### src/rtl/uart_rx_fifo.sv
// 8N1 UART receiver with a show-ahead receive FIFO.
// Samples each bit at its nominal centre, counted from the first low sample of the start bit.
module uart_rx_fifo #(
  parameter int unsigned CLKS_PER_BIT = 217,
  parameter int unsigned FIFO_DEPTH   = 4
) (
  input  logic       clk,
  input  logic       reset,
  input  logic       rxd,
  input  logic       rd_en,
  input  logic       clear_err,
  output logic [7:0] rd_data,
  output logic       rd_valid,
  output logic       frame_err,
  output logic       overrun,
  output logic       busy
);

  localparam int unsigned AW = $clog2(FIFO_DEPTH);
  localparam int unsigned CW = $clog2(CLKS_PER_BIT);
  localparam logic [CW-1:0] FullLast = CW'(CLKS_PER_BIT - 1);
  localparam logic [CW-1:0] HalfLast = CW'(CLKS_PER_BIT / 2 - 1);

  typedef enum logic [2:0] {StIdle, StStart, StData, StStop, StBreak} state_e;

  state_e          state_q, state_d;
  logic [1:0]      sync_q;
  logic            rxs;
  logic [CW-1:0]   cnt_q;
  logic [2:0]      idx_q;
  logic [7:0]      shift_q;
  logic            frame_err_q, overrun_q;
  logic            half_hit, full_hit;
  logic            cnt_clr, bit_smp, push, ferr_set;

  logic [AW:0]     wptr_q, rptr_q;
  logic [7:0]      mem_q [FIFO_DEPTH];
  logic            empty, full, do_push, do_pop, ovr_set;

  // Synchronizer idles high so a line held low through reset is a fresh start afterwards.
  always_ff @(posedge clk or posedge reset) begin
    if (reset) sync_q <= 2'b11;
    else       sync_q <= {sync_q[0], rxd};
  end
  assign rxs = sync_q[1];

  assign half_hit = (cnt_q == HalfLast);
  assign full_hit = (cnt_q == FullLast);

  always_ff @(posedge clk or posedge reset) begin
    if (reset) state_q <= StIdle;
    else       state_q <= state_d;
  end

  always_comb begin
    state_d = state_q;
    case (state_q)
      StIdle:  if (!rxs) state_d = StStart;
      StStart: if (half_hit) state_d = rxs ? StIdle : StData;
      StData:  if (full_hit && idx_q == 3'd7) state_d = StStop;
      StStop:  if (full_hit) state_d = rxs ? StIdle : StBreak;
      StBreak: if (rxs) state_d = StIdle;
      default: state_d = StIdle;
    endcase
  end

  always_comb begin
    busy     = (state_q != StIdle);
    cnt_clr  = 1'b1;
    bit_smp  = 1'b0;
    push     = 1'b0;
    ferr_set = 1'b0;
    case (state_q)
      StStart: cnt_clr = half_hit;
      StData: begin
        cnt_clr = full_hit;
        bit_smp = full_hit;
      end
      StStop: begin
        cnt_clr  = full_hit;
        push     = full_hit & rxs;
        ferr_set = full_hit & ~rxs;
      end
      default: cnt_clr = 1'b1;
    endcase
  end

  always_ff @(posedge clk or posedge reset) begin
    if (reset) begin
      cnt_q       <= '0;
      idx_q       <= '0;
      shift_q     <= '0;
      frame_err_q <= 1'b0;
    end else begin
      cnt_q       <= cnt_clr ? '0 : cnt_q + CW'(1);
      frame_err_q <= ferr_set;
      if (state_q != StData) begin
        idx_q <= '0;
      end else if (bit_smp) begin
        idx_q          <= idx_q + 3'd1;
        shift_q[idx_q] <= rxs;
      end
    end
  end

  // FIFO: extra pointer MSB distinguishes full from empty.
  assign empty   = (wptr_q == rptr_q);
  assign full    = (wptr_q[AW] != rptr_q[AW]) && (wptr_q[AW-1:0] == rptr_q[AW-1:0]);
  assign do_pop  = rd_en && !empty;
  assign do_push = push && (!full || do_pop);
  assign ovr_set = push && full && !do_pop;

  always_ff @(posedge clk or posedge reset) begin
    if (reset) begin
      wptr_q    <= '0;
      rptr_q    <= '0;
      overrun_q <= 1'b0;
    end else begin
      if (do_push) wptr_q <= wptr_q + (AW+1)'(1);
      if (do_pop)  rptr_q <= rptr_q + (AW+1)'(1);
      if (ovr_set)        overrun_q <= 1'b1;
      else if (clear_err) overrun_q <= 1'b0;
    end
  end

  // When full with a simultaneous pop, the write lands in the slot being vacated.
  always_ff @(posedge clk) begin
    if (do_push) mem_q[wptr_q[AW-1:0]] <= shift_q;
  end

  assign rd_valid  = !empty;
  assign rd_data   = empty ? 8'h00 : mem_q[rptr_q[AW-1:0]];
  assign frame_err = frame_err_q;
  assign overrun   = overrun_q;

endmodule

### config.mk
export PLATFORM = sky130hd
export DESIGN_NAME = uart_rx_fifo
export DESIGN_NICKNAME = d
export VERILOG_FILES = /design/src/rtl/uart_rx_fifo.sv
export SDC_FILE = /design/constraint.sdc
export NUM_CORES = 1
export LEC_CHECK = 0
export CAP_MARGIN = 15
export CORE_AREA = 2 2 74 76
export CTS_BUF_LIST = sky130_fd_sc_hd__clkbuf_16
export CTS_CLUSTER_DIAMETER = 80
export CTS_CLUSTER_SIZE = 8
export DETAILED_ROUTE_END_ITERATION = 8
export DIE_AREA = 0 0 76 78
export MAX_ROUTING_LAYER = met4
export PLACE_DENSITY = 0.75
export SYNTH_ARGS = -nofsm -noshare
export SYNTH_HDL_FRONTEND = slang
export SYNTH_SLANG_ARGS = --single-unit
### constraint.sdc
create_clock -name clk -period 2.88 [get_ports clk]
set_input_delay 0.288 -clock clk [delete_from_list [all_inputs] [get_ports clk]]
set_output_delay 0.288 -clock clk [all_outputs]
set_load 0.02 [all_outputs]
Word-level counts from Yosys, hierarchy flattened --
Memory sizes are Yosys's and may differ from the RTL's. Cells that the tools add are included.
Word-level totals: input port bits 5, latch bits 0, logic and storage cells 77, output and inout port bits 12, register bits 32, ROM bits 0, memories 1, bits in writable memories 32
Cells by class: mux-type cells 23, reductions and logical operators 18, $lt $le $gt $ge 2, $mul 0, shifts and indexed selects 0, divide/modulo/power cells 0, $add $sub $neg 4, eq/ne operators 16, bitwise operators 4
Memory list:
- mem_q | words 4, bits a word 8, rd ports 1, clocked after Yosys merged registers in 0, write ports 1, RTL line 37 | logic [7:0] mem_q [FIFO_DEPTH];
Operators with widths (count):
- 3-bit two-way mux | 8
- 8-bit two-way mux | 2
- 3-bit one-hot mux with 5 select lines | 1
- 2-bit inequality test (second input constant) | 5
- 3-bit by 1-bit adder with 3-bit output (second input constant) | 3
- 8-bit by 1-bit adder with 8-bit output (second input constant) | 1
- 8-bit bitwise mux | 1
- 8-bit by 7-bit == test with 1-bit output (second input constant) | 1
- 8-bit == test (second input constant) | 1
- 1-bit two-way mux | 8
- 1-bit logical AND | 7
- 3-bit by 2-bit == test with 1-bit output (second input constant) | 2
- 3-bit == test (second input constant) | 2
- 5-bit AND reduction | 1
- 3-bit by 4-bit less-than comparator with 1-bit output (second input constant) | 1
- 2-bit nonzero test | 2
- 1-bit demux with 3-bit select | 1
- 3-bit by 1-bit == test with 1-bit output (second input constant) | 1
- 3-bit == test | 1
- 3-bit by 1-bit >= comparator with 1-bit output (second input constant) | 1
- 1-bit zero test | 3
- 3-bit zero test | 1
- 3-bit by 2-bit inequality test with 1-bit output (second input constant) | 1
- 3-bit nonzero test | 1
- other kinds (9) | 11

Logic depth before layout (Yosys ltp) --
depth in word-level cells 7, gate-level depth with buffers 6

Least setup slack after synthesis --
No wires, ideal clock.
kind register to register, from reg cnt_q[0], to mem mem_q[3][0], enable pin, arrival time 1.692 ns, stages on the path, launching flop included 6, setup time 0.388 ns, buffers on the path 0, setup slack 0.800 ns, required time 2.492 ns, cells stage by stage dfrtp_1 > inv_1 > ha_1 > and4b_1 > nand3_1 > nor3_1
Between the ends: longest elaborated chain between the ends 6
RTL lines:
- start: declaration | RTL line 29 | logic [CW-1:0] cnt_q;
- start signal: assignment | RTL line 95 | cnt_q <= cnt_clr ? '0 : cnt_q + CW'(1);
- 8-bit == test | RTL line 48 | assign full_hit = (cnt_q == FullLast);
- 1-bit AND | RTL line 81 | push = full_hit & rxs;
- 1-bit two-way mux | RTL line 73 | case (state_q)
- 1-bit logical AND | RTL line 110 | assign do_push = push && (!full || do_pop);
- 1-bit two-way mux | RTL line 128 | if (do_push) mem_q[wptr_q[AW-1:0]] <= shift_q;
- 1-bit two-way mux (implied by the code) | RTL line 128
- end: declaration | RTL line 37
Every way passes these cells.

Worst setup path after layout --
from reg rptr_q[0], to out rd_data[1]
Between the ends: longest elaborated chain between the ends 2, elaborated cells on any way between the ends 3
RTL lines:
- start: declaration | RTL line 36 | logic [AW:0] wptr_q, rptr_q;
- start signal: assignment | RTL line 120 | if (do_pop) rptr_q <= rptr_q + (AW+1)'(1);
- memory 4 x 8 bit or 3-bit == test (tied branches)
- 8-bit two-way mux (*) | RTL line 132 | assign rd_data = empty ? 8'h00 : mem_q[rptr_q[AW-1:0]];
- end: declaration | RTL line 12 | output logic [7:0] rd_data,
Mark *: on every way between the ends. The rest lies on a longest branch, timed or not.

==> results by group <==
Run status
  • Status: finished, final reports clean

Route
  • Post-DRT Antenna Nets: 0
  • 1st-iter DRT viols: roughly 100
  • Mean routed wirelength per cell: around 16 um
  • Post-Route WL: 4.862 mm
  • Vias per cell: between 5 and 6
  • Drt first pass iters: 4
  • Via count: 1,632
  • # DRC: 0

Placement
  • Port buffer count: 16
  • GP Congestion: ~0.81
  • Final HPWL DP: approximately 3.2 mm

Power
  • Comb power frac: 0.188
  • Pwr/cell area: between 700 and 800 nW/um2
  • Net Switching: about 0.00063 W
  • Clock power share: 0.395
  • Leak: 1.360 nW
  • Max IR drop VDD: 377.7 uV
  • Flop pwr share: 0.417
  • Switching Share: 0.2457
  • Design internal power: about 0.0019 W
  • Pwr Total: 0.002547 W

Yosys
  • Netlist cell types: 38
  • Yosys reg bits: 64
  • Syn_nets: roughly 220
  • Syn_area_per_cell: roughly 14 um2
  • Mapped Area: 2848 um2
  • Synth Warn #: 0
  • Register area share after synthesis: 0.6195
  • Cell count after synthesis: between 200 and 250

Timing
  • Setup TNS: 0 ns
  • Slew @ Worst Pin: ~0.75 ns
  • Highest clock rate: around 380 MHz
  • Final slew viol count: 0
  • Worst clock skew: about 0.008 ns
  • Final setup viols: 0
  • Final period util: 0.9084
  • RSZ-0062 raised after global routing: false
  • Min Tclk post-route: 2.616 ns
  • Final hold vios: 0
  • Slew HR: 0.4965

Layout
  • Fin nets: 240
  • Area occupied by multi-input gates: approximately 1000 um2
  • Layout Utilization: 0.6682
  • Sequential Area: roughly 1800 um2
  • Area Overhead vs Synth: 18.32%
  • Ratio of cells with drive above 1 in the final layout: 0.1732
  • Filler cell count: 347
  • Diodes inserted: 0

GRT
  • Pin count of the biggest net entering global routing: 33
  • GRT overflow: 0
  • Initial antenna violation count: 0
  • Global-route wire length before repair: 8.431 mm
  • Gr usage total: 0.1938
  • Number of global-route vias before repair: between 1,500 and 2,000

Floorplan
  • Initial core utilization: 0.5648
  • Core area: 5042 um2
  • Die width: 76 um
  • Io pins: 17
  • Core Rows: 26
  • Die height: just under 80 um
  • Die area: 5928 um2

Clock network
  • CTS clk-pin slew, worst paths: approximately 0.05 ns
  • Clk sinks: 64
  • Post-CTS Hold Buffers: 0
  • CTS H-Tree Depth: 3
  • Clock Tree Root: clkbuf_16
  • CTS max path bufs: 2
  • PostCTS Resize Cnt: 0
  • CTS tree: built
  • Setup bufs post-CTS: 0
  • CTS buffer count: 9
  • Worst skew pair latency: ~0.32 ns

Critical path
  • Crit. End Element: primary output
  • CP required: about 2.6 ns
  • WP data arrival: between 2 and 2.5 ns
  • Startpoint Class: flip-flop
  • Critical path type: reg2out
  • Maximum fanout along the worst path: 11

Hold path
  • Worst Hold Class: in2async

Run
  • Max-cap viol count: 0
## path summary, 6_finish.rpt
path / from / to / slack [ns] / cells after the start
worst min register to register: sync_q[0] / sync_q[1] / 0.36 / 0
worst min-delay path: reset / shift_q[6] / 0.35 / 3
max in group asynchronous: reset / sync_q[0] / 2.20 / 3
worst max-delay path: rptr_q[0] / rd_data[1] / 0.26 / 4
min in group clk: sync_q[0] / sync_q[1] / 0.36 / 0
worst max register to register: rptr_q[0] / mem_q[0][1] / 0.54 / 4
## per-stage QoR
| step | instances | area (um2) | setup WS (ns) | hold slack, ns |
|---|---|---|---|---|
| finish | 301 | 3369 | 0.2638 | 0.3538 |
| global route | 301 | 3369 | 0.04073 | 0.3637 |
| CTS | 301 | 3369 | 0.2039 | 0.3577 |
| detailed placement | 285 | 3089 | 0.5121 | 0.3543 |
| global placement | 285 | 3089 | 0.6250 | 0.3460 |
| floorplan | 203 | 2848 | 0.8005 | 0.2925 |
## cell type report
type,count,area share
Clock inverter,7,0.01634
Timing Repair Buffer,20,0.05644
Multi-Input combinational cell,123,0.3019
Clock buffer,9,0.06684
Sequential cell,64,0.5236
Inverter,8,0.008912
Tap cell,70,0.02599
## layout by cell type (no fill, tap or decap), types with 2 or more instances in the layout
| cell | n |
|---|---|
| a21oi_1 | 2 |
| a31oi_1 | 3 |
| and2_1 | 11 |
| and3b_1 | 2 |
| and4b_1 | 3 |
| buf_4 | 4 |
| clkbuf_16 | 9 |
| clkdlybuf4s50_1 | 16 |
| clkinv_1 | 2 |
| clkinv_2 | 2 |
| dfrtp_1 | 30 |
| dfstp_2 | 2 |
| edfxtp_1 | 32 |
| ha_1 | 9 |
| inv_1 | 10 |
| mux2_2 | 10 |
| mux2i_1 | 2 |
| mux4_2 | 8 |
| nand2_1 | 11 |
| nand3_1 | 5 |
| nand3b_1 | 4 |
| nand4b_1 | 2 |
| nor2_1 | 20 |
| nor3_1 | 3 |
| nor3b_2 | 2 |
| xnor2_1 | 9 |
| xor2_1 | 5 |
## metal layers
metal	share of wire	global-route usage	wire length, um
met5	0	-	0
met4	0.014	0.07818	66
met3	0.035	0.06279	171
met2	0.52	0.3125	2538
met1	0.43	0.2281	2085
## state kept, by name, summed over array words and instances, names as in the netlist
signal     flops
cnt_q          8
frame_err      1
idx_q          3
mem_q         32
overrun        1
rptr_q         3
shift_q        8
state_q        3
sync_q         2
wptr_q         3
## worst max-delay path: stages (launching register included)
cell and delay (ns):
dfrtp_1 0.72, xnor2_1 0.20, nand3b_1 0.30, and2_1 0.25
clkdlybuf4s50_1 0.54
## cell families after synthesis
kind of cell | synth area share
XOR/XNOR | 0.04306
AND/OR/NAND/NOR | 0.1437
flip-flops | 0.6195
buffers and inverters | 0.02329
multiplexers | 0.1098
adder cells (fa/ha/maj) | 0.03954
AO/OA/AOI/OAI | 0.02109
## cells in the mapped netlist, drive strengths merged
cell	number	area (um2)
and3b	2	17.52
or3	1	6.260
or3b	1	11.26
a31oi	3	18.77
nand3	5	25.02
edfxtp	32	960.9
dfstp	2	52.55
or4	1	11.26
nor2b	1	6.260
nand2b	1	6.260
dfrtp	30	750.7
a21oi	2	10.01
a21o	1	7.510
and2	11	68.82
a211o	1	8.760
nor2	20	75.07
xor2	5	43.79
clkbuf	4	15.01
and4b	3	30.03
nand3b	4	30.03
nor3b	2	25.02
mux4	8	180.2
a311oi	1	8.760
nand4b	2	17.52
o22ai	1	6.260
nor4bb	1	10.01
xnor2	9	78.83
nor3	3	15.01
buf	4	21.27
mux2	10	112.6
and3	1	6.260
mux2i	2	20.02
inv	8	30.03
ha	9	112.6
nor4	1	6.260
nand2	11	41.29
## power groups by stage
stage | registers [W] | logic, W | clock network (W)
5_1_grt | 0.00107 | 0.000521 | 0.00107
3_5_place_dp | 0.00108 | 0.000482 | 0
3_3_place_gp | 0.00107 | 0.000476 | 0
2_1_floorplan | 0.00101 | 0.000377 | 0
4_1_cts | 0.00106 | 0.000484 | 0.00103
6_report | 0.00106 | 0.000479 | 0.00101
Power figures use the tool's default switching activity.
